## src/rtl/fetch_queue.sv

```systemverilog
// In-order {pc, instruction} queue between Fetch and Decode with valid/ready on both sides and a flush.
// Define FETCH_QUEUE_NOP_FILL_EN to present a NOP with pc=0 at the head whenever the queue is empty.
module fetch_queue #(
    parameter int WORD      = 64,
    parameter int INSTR_LEN = 32,
    parameter int DEPTH     = 4
) (
    input  logic                       clk,
    input  logic                       reset,
    input  logic                       flush,
    input  logic                       in_valid,
    output logic                       in_ready,
    input  logic [WORD-1:0]            in_pc,
    input  logic [INSTR_LEN-1:0]       in_instr,
    output logic                       out_valid,
    input  logic                       out_ready,
    output logic [WORD-1:0]            out_pc,
    output logic [INSTR_LEN-1:0]       out_instr,
    output logic [$clog2(DEPTH):0]     count
);

    localparam int PTR_W = $clog2(DEPTH);
    localparam int CNT_W = PTR_W + 1;
    localparam logic [CNT_W-1:0] FULL_COUNT = CNT_W'(DEPTH);

    logic [WORD-1:0]      pc_mem    [DEPTH];
    logic [INSTR_LEN-1:0] instr_mem [DEPTH];
    logic [PTR_W-1:0]     wr_ptr;
    logic [PTR_W-1:0]     rd_ptr;
    logic                 push;
    logic                 pop;

    assign in_ready  = (count != FULL_COUNT);
    assign out_valid = (count != '0);
    assign push      = in_valid & in_ready;
    assign pop       = out_valid & out_ready;

    // Reset outranks flush, and flush discards any push or pop in the same cycle.
    always_ff @(posedge clk) begin
        if (reset || flush) begin
            wr_ptr <= '0;
            rd_ptr <= '0;
            count  <= '0;
        end else begin
            if (push) begin
                wr_ptr <= wr_ptr + 1'b1;
            end
            if (pop) begin
                rd_ptr <= rd_ptr + 1'b1;
            end
            case ({push, pop})
                2'b10:   count <= count + 1'b1;
                2'b01:   count <= count - 1'b1;
                default: count <= count;
            endcase
        end
    end

    always_ff @(posedge clk) begin
        if (push && !reset && !flush) begin
            pc_mem[wr_ptr]    <= in_pc;
            instr_mem[wr_ptr] <= in_instr;
        end
    end

`ifdef FETCH_QUEUE_NOP_FILL_EN
    assign out_pc    = out_valid ? pc_mem[rd_ptr]    : '0;
    assign out_instr = out_valid ? instr_mem[rd_ptr] : INSTR_LEN'(32'hD503201F);
`else
    assign out_pc    = pc_mem[rd_ptr];
    assign out_instr = instr_mem[rd_ptr];
`endif

endmodule

```

## config.mk

```make
export PLATFORM = sky130hd
export DESIGN_NAME = fetch_queue
export DESIGN_NICKNAME = d
export VERILOG_FILES = /design/src/rtl/fetch_queue.sv
export SDC_FILE = /design/constraint.sdc
export NUM_CORES = 1
export LEC_CHECK = 0
export ABC_AREA = 1
export CAP_MARGIN = 20
export CORE_ASPECT_RATIO = 1.2
export CORE_MARGIN = 4
export CORE_UTILIZATION = 49
export CTS_CLUSTER_SIZE = 24
export DETAILED_ROUTE_END_ITERATION = 10
export GPL_TIMING_DRIVEN = 0
export HOLD_SLACK_MARGIN = 0.03
export PLACE_DENSITY = 0.75
export SLEW_MARGIN = 20
export SYNTH_ARGS = -nofsm -noshare
export SYNTH_HDL_FRONTEND = slang
export SYNTH_SLANG_ARGS = --single-unit
```

## constraint.sdc

```tcl
create_clock -name clk -period 5.69 [get_ports clk]
set_input_delay 1.138 -clock clk [delete_from_list [all_inputs] [get_ports clk]]
set_output_delay 1.138 -clock clk [all_outputs]
set_load 0.01 [all_outputs]
```

==> impl_metrics.json <==
{
  "post-cts-setup-buffers": 0,
  "critical_path_class": "flop to output pin",
  "final_area_sq_um": 18900,
  "dpl_cell_area_sq_um": 17700,
  "cts_root_buf": "clkbuf_16",
  "syn_area_sq_um": 14800,
  "hold_class": "flop to flop",
  "end_kind": "output pin",
  "finalCriticalPeriod_ns": 3.84,
  "cap_violations": 0,
  "ctsResizeCount": 0,
  "path_clk_slew_ns": 0.06,
  "num_vias": 9231,
  "status": "finished, final reports clean",
  "ir_drop_v": 0.000281,
  "drv_slew": 0,
  "finalCritPeriodShare": 0.675,
  "first_global_vias": 9487,
  "cp.arrival_ns": 2.70,
  "postRouteAntennaNets": 0,
  "leakage_uw": 0.00632,
  "antenna_found_initial": 3,
  "fin_util": 0.637,
  "ios": 202,
  "cts.sinks": 393,
  "start_util": 0.497,
  "yosysSeqAreaShare": 0.793,
  "crit_chain": "inv_2, buf_2, buf_2, o21ai_1, o22ai_1, clkdlybuf4s50_1",
  "syn-num-nets": 1103,
  "max_freq_mhz": 260,
  "avgSynthCellArea_sq_um": 14.8,
  "numCtsBuffers": 39,
  "clkLatencyLatePin_ns": 0.51,
  "cts_tree": "done",
  "place_congestion": 0.745,
  "worst_path_most_repeated_cell": "buf_2",
  "synth-seq-cells": 393,
  "slowest_stage": "clkdlybuf4s50_1",
  "overflow": 0,
  "yosys_warnings": 0,
  "layout_commonest_cell": "edfxtp_1",
  "firstDrtPassIters": 5,
  "grt_max_degree": 24,
  "synthCells": 996,
  "power-per-cell-area_nw_per_um2": 321,
  "dpl.hpwl_microns": 22200,
  "setup_violations": 0,
  "numPortBuffers": 201,
  "yosysUniqueCellTypes": 22,
  "finalNetCount": 1362,
  "clock_skew_ns": 0.0133,
  "pre_cts_ws_ns": 1.74,
  "synth_top_area_share": 0.781,
  "die_w_microns": 166,
  "tightest_slew_ns": 0.758,
  "clk_path_buf_depth": 3,
  "dieArea_sq_um": 33000,
  "worstPathRequired_ns": 4.55,
  "cp_max_fo": 10,
  "final_hold_viol_count": 0,
  "syn_to_final_growth_pct": 28.2,
  "cts_max_level": 2,
  "rows": 69,
  "initialDrtViolationCount": 752,
  "holdBufCountCts": 0,
  "drc": 0,
  "track_usage": 0.201,
  "die_y_microns": 198,
  "maxSlewHeadroom": 0.494,
  "final_cell_mix": "edfxtp_1 (384), clkdlybuf4s50_1 (201), nor2_1 (199)",
  "core_sq_um": 29700,
  "synth_top_cell_by_area": "edfxtp_1",
  "grt_pass1_wl_microns": 52200,
  "rsz0062_at_grt": "false",
  "crit_path_max_incr_delay_ns": 0.61,
  "ys_top_cells_by_area": "edfxtp_1 (78%), nor2_1 (5.2%), o22ai_1 (4.1%), o21ai_0 (3.5%), o21ai_1 (3.1%)",
  "fill_cells": 2139,
  "postRouteWirelength_microns": 34500,
  "postLayoutSetupSlackWorst_ns": 1.85,
  "drive_gt1_frac": 0.0970,
  "start_kind": "flop",
  "wl_per_cell_microns": 20.7,
  "via_per_inst": 5.53
}
[synthesized netlist by cell type, drive strengths merged]
cell type and instances:
clkbuf 20, o22ai 96, and2 1, nand3b 1
ha 5, dfxtp 9, o21ai 194, fa 1
nand4 1, a21oi 6, edfxtp 384, nor2 203
nand3 6, buf 42, nand2 11, inv 16
[power breakdown]
group	switching [uW]	internal [uW]	leakage [uW]	total, uW
logic	179	177	0.00219	356
clock network	1010	1490	0.000594	2500
registers	8.91	3210	0.00354	3220
total	1190	4880	0.00632	6070
[cell type report]
| type | count | area [sq um] | area share |
|---|---|---|---|
| Inverter | 16 | 62.6 | 0.00330 |
| Multi-Input combinational cell | 525 | 2570 | 0.136 |
| Clock inverter | 17 | 189 | 0.00998 |
| Antenna cell | 1 | 2.50 | 0.000132 |
| Timing Repair Buffer | 218 | 2400 | 0.127 |
| Clock buffer | 48 | 1050 | 0.0556 |
| Tap cell | 390 | 488 | 0.0258 |
| Buffer | 62 | 453 | 0.0239 |
| Sequential cell | 393 | 11700 | 0.619 |
[kinds of logic after synthesis]
family | synth area share
compound gates | 0.108
flops | 0.793
buf+inv | 0.0349
simple gates | 0.0578
fa+ha+maj | 0.00559
[state kept, by name, indices dropped and copies added, names as in the netlist, named ones only]
register,flops
rd_ptr,2
count,3
pc_mem,256
wr_ptr,2
instr_mem,128
[routing by layer]
metal	wire length, microns	GRT usage
met5	46	0
met1	13600	0.256
met2	17600	0.353
met3	2460	0.0445
met4	772	0.0555
[metrics by stage]
step,hold WS [ns],cells,total power [uW],setup TNS [ns]
final,0.500,1670,6070,0
after global routing,0.531,1669,6250,0
after CTS,0.503,1669,6110,0
after detailed placement,0.494,1604,3640,0
after global placement,0.461,1587,3630,-1592.49
after floorplan,0.448,996,3410,-190.12
[worst max-delay path: cells and delay by family, from the launching register on]
family / cells / cell delay (ns)
flip-flops: 1 / 0.43
buffers and inverters: 4 / 1.40
AO/OA/AOI/OAI: 2 / 0.34
[path summary, 6_finish.rpt]
| check | from | to | slack [ns] | depth (start not counted) |
|---|---|---|---|---|
| min reg2reg | rd_ptr[0] | rd_ptr[0] | 0.50 | 2 |
| max reg2reg | count[1] | instr_mem[1][31] | 3.10 | 6 |
| min | rd_ptr[0] | rd_ptr[0] | 0.50 | 2 |
| max | flop | out_pc[50] | 1.85 | 6 |
Note: power is estimated with default switching activity, not from simulation.
